[src/rtl/id_ex_reg_pkg.sv]
// Shared pipeline package: ALUOp encodings and the decoded control bundle.
// The ALU control stage imports the same definitions, so both sides agree on
// what each ALUOp value means.
//   alu_op_e   : 2-bit ALUOp (add, sub, R-type funct, and)
//   ctrl_t     : seven 1-bit control flags plus alu_op
//   ctrl_gate  : zero a control bundle unless the instruction is real
package id_ex_reg_pkg;

  typedef enum logic [1:0] {
    ALUOP_ADD   = 2'b00,
    ALUOP_SUB   = 2'b01,
    ALUOP_RTYPE = 2'b10,
    ALUOP_AND   = 2'b11
  } alu_op_e;

  typedef struct packed {
    logic    reg_write;
    logic    mem_to_reg;
    logic    mem_read;
    logic    mem_write;
    logic    branch;
    logic    alu_src;
    logic    reg_dst;
    alu_op_e alu_op;
  } ctrl_t;

  localparam int unsigned BubbleCntWidth = 16;

  // An invalid slot must never write the register file or memory, so its
  // controls are forced to the all-zero bundle (which also means ALUOP_ADD).
  function automatic ctrl_t ctrl_gate(ctrl_t c, logic valid);
    return valid ? c : '0;
  endfunction

endpackage

[src/rtl/pipe_field.sv]
// Width-parameterised pipeline field register.
//   clk : clock, rising edge
//   clr : synchronous clear to zero, dominates en
//   en  : load d into q
//   d   : next value
//   q   : registered value
module pipe_field #(
  parameter int unsigned Width = 1
) (
  input  logic             clk,
  input  logic             clr,
  input  logic             en,
  input  logic [Width-1:0] d,
  output logic [Width-1:0] q
);

  logic [Width-1:0] q_q;

  always_ff @(posedge clk) begin
    if (clr) begin
      q_q <= '0;
    end else if (en) begin
      q_q <= d;
    end
  end

  assign q = q_q;

endmodule

[src/rtl/id_ex_reg.sv]
// ID/EX pipeline register with stall, flush and a saturating bubble counter.
//   clk, rst_n        : clock and synchronous active-low reset
//   stall, flush      : hold all fields / load a bubble (flush wins)
//   id_*              : decoded instruction from the ID stage
//   ex_*              : registered copy presented to the EX stage
//   ex_func           : ex_imm[5:0], funct field for ALU control
//   bubble_count      : saturating count of flush edges
// Priority on each edge: reset > flush > stall > load.
module id_ex_reg
  import id_ex_reg_pkg::*;
(
  input  logic        clk,
  input  logic        rst_n,
  input  logic        stall,
  input  logic        flush,
  input  logic        id_valid,
  input  logic        id_reg_write,
  input  logic        id_mem_to_reg,
  input  logic        id_mem_read,
  input  logic        id_mem_write,
  input  logic        id_branch,
  input  logic        id_alu_src,
  input  logic        id_reg_dst,
  input  logic [1:0]  id_alu_op,
  input  logic [31:0] id_pc_plus4,
  input  logic [31:0] id_rd1,
  input  logic [31:0] id_rd2,
  input  logic [31:0] id_imm,
  input  logic [4:0]  id_rs,
  input  logic [4:0]  id_rt,
  input  logic [4:0]  id_rd,
  output logic        ex_valid,
  output logic        ex_reg_write,
  output logic        ex_mem_to_reg,
  output logic        ex_mem_read,
  output logic        ex_mem_write,
  output logic        ex_branch,
  output logic        ex_alu_src,
  output logic        ex_reg_dst,
  output logic [1:0]  ex_alu_op,
  output logic [31:0] ex_pc_plus4,
  output logic [31:0] ex_rd1,
  output logic [31:0] ex_rd2,
  output logic [31:0] ex_imm,
  output logic [4:0]  ex_rs,
  output logic [4:0]  ex_rt,
  output logic [4:0]  ex_rd,
  output logic [5:0]  ex_func,
  output logic [15:0] bubble_count
);

  localparam int unsigned CtrlFieldW = $bits(ctrl_t) + 1;
  localparam logic [BubbleCntWidth-1:0] BubbleMax = '1;

  // Reset and flush both zero every field; stall only suppresses the load.
  logic clr, en;
  assign clr = !rst_n || flush;
  assign en  = !stall;

  ctrl_t                  id_ctrl;
  ctrl_t                  ex_ctrl;
  logic [CtrlFieldW-1:0]  ctrl_field_d;
  logic [CtrlFieldW-1:0]  ctrl_field_q;

  assign id_ctrl = '{
    reg_write:  id_reg_write,
    mem_to_reg: id_mem_to_reg,
    mem_read:   id_mem_read,
    mem_write:  id_mem_write,
    branch:     id_branch,
    alu_src:    id_alu_src,
    reg_dst:    id_reg_dst,
    alu_op:     alu_op_e'(id_alu_op)
  };

  assign ctrl_field_d = {id_valid, ctrl_gate(id_ctrl, id_valid)};

  pipe_field #(.Width(CtrlFieldW)) u_ctrl (
    .clk (clk),
    .clr (clr),
    .en  (en),
    .d   (ctrl_field_d),
    .q   (ctrl_field_q)
  );

  assign {ex_valid, ex_ctrl} = ctrl_field_q;
  assign ex_reg_write  = ex_ctrl.reg_write;
  assign ex_mem_to_reg = ex_ctrl.mem_to_reg;
  assign ex_mem_read   = ex_ctrl.mem_read;
  assign ex_mem_write  = ex_ctrl.mem_write;
  assign ex_branch     = ex_ctrl.branch;
  assign ex_alu_src    = ex_ctrl.alu_src;
  assign ex_reg_dst    = ex_ctrl.reg_dst;
  assign ex_alu_op     = ex_ctrl.alu_op;

  // Data fields are registered even for invalid slots; only controls are gated.
  pipe_field #(.Width(32)) u_pc_plus4 (
    .clk (clk), .clr (clr), .en (en), .d (id_pc_plus4), .q (ex_pc_plus4)
  );
  pipe_field #(.Width(32)) u_rd1 (
    .clk (clk), .clr (clr), .en (en), .d (id_rd1), .q (ex_rd1)
  );
  pipe_field #(.Width(32)) u_rd2 (
    .clk (clk), .clr (clr), .en (en), .d (id_rd2), .q (ex_rd2)
  );
  pipe_field #(.Width(32)) u_imm (
    .clk (clk), .clr (clr), .en (en), .d (id_imm), .q (ex_imm)
  );
  pipe_field #(.Width(5)) u_rs (
    .clk (clk), .clr (clr), .en (en), .d (id_rs), .q (ex_rs)
  );
  pipe_field #(.Width(5)) u_rt (
    .clk (clk), .clr (clr), .en (en), .d (id_rt), .q (ex_rt)
  );
  pipe_field #(.Width(5)) u_rd (
    .clk (clk), .clr (clr), .en (en), .d (id_rd), .q (ex_rd)
  );

  assign ex_func = ex_imm[5:0];

  logic [BubbleCntWidth-1:0] bubble_count_q;

  // Stall needs no term here: the counter only moves on flush or reset.
  always_ff @(posedge clk) begin
    if (!rst_n) begin
      bubble_count_q <= '0;
    end else if (flush && (bubble_count_q != BubbleMax)) begin
      bubble_count_q <= bubble_count_q + 1'b1;
    end
  end

  assign bubble_count = bubble_count_q;

endmodule
[config.mk]
export PLATFORM = sky130hd
export DESIGN_NAME = id_ex_reg
export DESIGN_NICKNAME = d
export VERILOG_FILES = /design/src/rtl/id_ex_reg_pkg.sv /design/src/rtl/pipe_field.sv /design/src/rtl/id_ex_reg.sv
export SDC_FILE = /design/constraint.sdc
export NUM_CORES = 1
export LEC_CHECK = 0
export CORE_UTILIZATION = 35
export DETAILED_ROUTE_END_ITERATION = 6
export PLACE_DENSITY = 0.76
export SYNTH_ARGS = -nofsm -noshare
export SYNTH_HDL_FRONTEND = slang
export SYNTH_SLANG_ARGS = --single-unit
[constraint.sdc]
create_clock -name clk -period 1.7 [get_ports clk]
set_input_delay 0.255 -clock clk [delete_from_list [all_inputs] [get_ports clk]]
set_output_delay 0.255 -clock clk [all_outputs]
set_load 0.02 [all_outputs]
==> results.yml <==
drt:
  drc: 0
  num_vias: 5428
  drtIter0Drc: 224
  detail_route.wirelength_um: 17800
  ant_nets: 0
  detail_route.vias_per_cell: 4.62
  routedWlPerCell_um: 15.2
  dr.pass1.iters: 4
sta:
  final_period_minus_worst_setup_slack_ns: 1.66
  tightestPinTransition_ns: 0.740
  final-setup-viol-count: 0
  report.final.slew_viol_count: 0
  clock_skew_ns: 0.00807
  final_min_period_over_clock_period: 0.978
  final.setup.worst_slack_ns: 0.0378
  maxSlewHeadroom: 0.506
  fin_worst_hold_slack_ns: 0.265
  max_freq_mhz: 602
  final.setup.tns_ns: 0
  hold_violations: 0
clock_tree:
  ctsRootBufferMaster: "sky130_fd_sc_hd__clkbuf_16"
  clk_latency_ns: 0.42
  holdBufCountCts: 0
  cts-htree-levels: 4
  clk_path_buf_depth: 2
  tritoncts: "built"
  clkSinkCount: 169
  clkSlewWorstSetupHoldPaths_ns: 0.07
  cts_inserted_buffers: 17
setup_path:
  r2r_start: "bubble_count[2]"
  setup.worst_path.end_class: "output pin"
  worst_path_max_delay_cell: "sky130_fd_sc_hd__clkdlybuf4s50_1"
  worstPathArrival_ns: 1.41
  crit_path_max_incr_delay_ns: 0.64
  timing.critical_path.buf_inv: 1
  startpoint: "u_ctrl.q[0]"
  critical-path-top-delay-family: "buffers and inverters"
  crit_path_cell_trace: "clkdlybuf4s50_1"
  worst-path-max-fanout: 2
  worstSetupStartpointType: "register"
  critical_path_class: "register to output pin"
  critPathRequiredTime_ns: 1.44
cells_and_area:
  fin_nets: 1095
  area_delta_synth_final_pct: 67.9
  layout.cells.most_common_list: "sky130_fd_sc_hd__clkdlybuf4s50_1 (297), sky130_fd_sc_hd__dfxtp_1 (166), sky130_fd_sc_hd__nor2_1 (157)"
  final-seq-area_um2: 3390
  final_layout_size_suffix_gt1_frac: 0.0674
  layout.cells.most_common: "sky130_fd_sc_hd__clkdlybuf4s50_1"
  post-route-cell-area_um2: 10500
  multi_input_area_um2: 2640
  fillerInstances: 1509
  antennaDiodeCount: 0
place:
  finalWeightedCongestion: 0.799
  post_dp_hpwl_um: 13100
  preCtsSetupSlack_ns: -0.121
  port_buffer_cells: 331
  post_place_cell_area_um2: 9870
global_routing:
  first_global_vias: 5256
  global_route_wire_length_before_repair_um: 27000
  grt_start_max_net_pins: 57
  number_of_antenna_violations_at_the_first_check_in_global_routing: 0
  globalRoute.totalOverflow: 0
  global_route.usage.total: 0.190
die:
  initial_utilization: 0.359
  ios: 332
  die_y_um: 135
  floorplan.die_area_um2: 18300
  coreArea_um2: 17400
  placementRows: 48
  floorplan.die.width_um: 135
power:
  ir_drop_uv: 635
  cellPowerDensity_nw_per_um2: 891
  post-layout-total-power_mw: 9.32
  power_internal_mw: 7.06
  clock_power_share: 0.413
  p_sw_frac: 0.243
  comb_power_share: 0.140
  net-switching-power_mw: 2.27
  seq_power_share: 0.447
  static-leakage-power_nw: 4.57
logic_synthesis:
  post_synthesis_sequential_area_ratio: 0.543
  post_synth_edffs: 0
  synth.lib_cells_used.distinct: 38
  syn-cell-area_um2: 6230
  synth_ff_type: "sky130_fd_sc_hd__dfxtp_1"
  synth_async_sr_flop_share: 0
  synth-seq-cells: 169
  dominant_cells_by_area_after_synthesis: "sky130_fd_sc_hd__dfxtp_1 (54%), sky130_fd_sc_hd__mux2i_1 (24%), sky130_fd_sc_hd__nor2_1 (9.5%)"
  synth.avg_cell_area_um2: 10.3
  post-synth-top-area-fraction: 0.543
  syn-num-nets: 764
  synth_warnings: 0
  synth_largest_area_cell: "sky130_fd_sc_hd__dfxtp_1"
  synthesis.instances: 606
hold_path:
  worst_hold_path_type: "input pin to register"
  start_point_of_the_worst_min_delay_path: "stall"
status:
  outcome: "finished clean"
job:
  max_cap_viol_count: 0
==> cells in the mapped netlist, types with 2 or more instances <==
master and n:
sky130_fd_sc_hd__nand3_1 11, sky130_fd_sc_hd__nand2b_1 5, sky130_fd_sc_hd__mux2i_1 148, sky130_fd_sc_hd__o41ai_1 2
sky130_fd_sc_hd__o21ai_0 3, sky130_fd_sc_hd__a22oi_1 9, sky130_fd_sc_hd__clkbuf_1 21, sky130_fd_sc_hd__nand4_1 3
sky130_fd_sc_hd__o311ai_0 2, sky130_fd_sc_hd__nor4_1 4, sky130_fd_sc_hd__a21oi_1 5, sky130_fd_sc_hd__and3_1 2
sky130_fd_sc_hd__nand4_2 2, sky130_fd_sc_hd__inv_1 2, sky130_fd_sc_hd__dfxtp_1 169, sky130_fd_sc_hd__or3_1 5
sky130_fd_sc_hd__nand2_1 12, sky130_fd_sc_hd__a311o_1 2, sky130_fd_sc_hd__nor3_1 3, sky130_fd_sc_hd__nor2_1 157
sky130_fd_sc_hd__buf_4 6, sky130_fd_sc_hd__buf_2 15, sky130_fd_sc_hd__and4_1 3
==> through the flow <==
| step | instances | util |
|---|---|---|
| 2_1_floorplan | 606 | - |
| 3_5_place_dp | 1143 | 0.568 |
| 3_3_place_gp | 1143 | 0.568 |
| 6_report | 1175 | 0.603 |
| 5_1_grt | 1175 | 0.603 |
| 4_1_cts | 1175 | 0.601 |
==> repair_timing <==
action	CTS	global route
resized for setup	19	15
gates cloned	0	0
buffers inserted	0	0
setup endpoints to repair	19	16
==> cells by family (layout without fill, tap and decap cells) <==
group	after synthesis	after routing	synth area share
adders and majority gates	1	1	0.00201
DFF	169	169	0.543
muxes	148	148	0.238
AOI/OAI and AO/OA	31	31	0.0362
and+or+nand+nor	212	212	0.147
buffers and inverters	45	389	0.0337
==> path summary, 6_finish.rpt <==
| check | endpoint | slack, ns | cells past startpoint |
|---|---|---|---|
| worst max-delay path | ex_alu_op[0] | 0.04 | 1 |
| worst max register to register | bubble_count[13] | 0.11 | 4 |
| worst min-delay path | u_imm.q[13] | 0.27 | 3 |
| worst min register to register | u_imm.q[29] | 0.49 | 2 |
==> power groups by stage <==
stage / registers (mW) / clock network [mW] / logic (mW)
after floorplan: 4.41 / 0 / 0.425
after global placement: 4.25 / 0 / 1.31
after detailed placement: 4.25 / 0 / 1.32
after CTS: 4.16 / 3.94 / 1.32
after global routing: 4.18 / 4.11 / 1.40
final: 4.16 / 3.85 / 1.30
==> flip-flops by register name, summed over array words and instances (netlist names) <==
signal / count
u_rt.q: 5
u_rd.q: 5
u_imm.q: 32
u_ctrl.q: 10
u_rs.q: 5
u_pc_plus4.q: 32
u_rd2.q: 32
bubble_count: 16
u_rd1.q: 32
==> layout make-up <==
| type | count | share of cell area |
|---|---|---|
| inverter | 2 | 0.000718 |
| tap | 225 | 0.0269 |
| sequential | 169 | 0.324 |
| clock inverter | 13 | 0.0135 |
| clock buffer | 19 | 0.0423 |
| multi-input combinational | 392 | 0.253 |
| timing repair buffer | 355 | 0.340 |
==> per-layer routing <==
layer / share of wire / global-route usage / wire [um] / vias to the layer above
met5: 0 / 0 / 0 / -
met4: 0.024 / 0.0818 / 430 / 0
met3: 0.11 / 0.0834 / 1950 / 29
met2: 0.48 / 0.324 / 8560 / 222
met1: 0.39 / 0.203 / 6900 / 2439
li1: - / - / - / 2738
(Power assumes the default switching activity.)
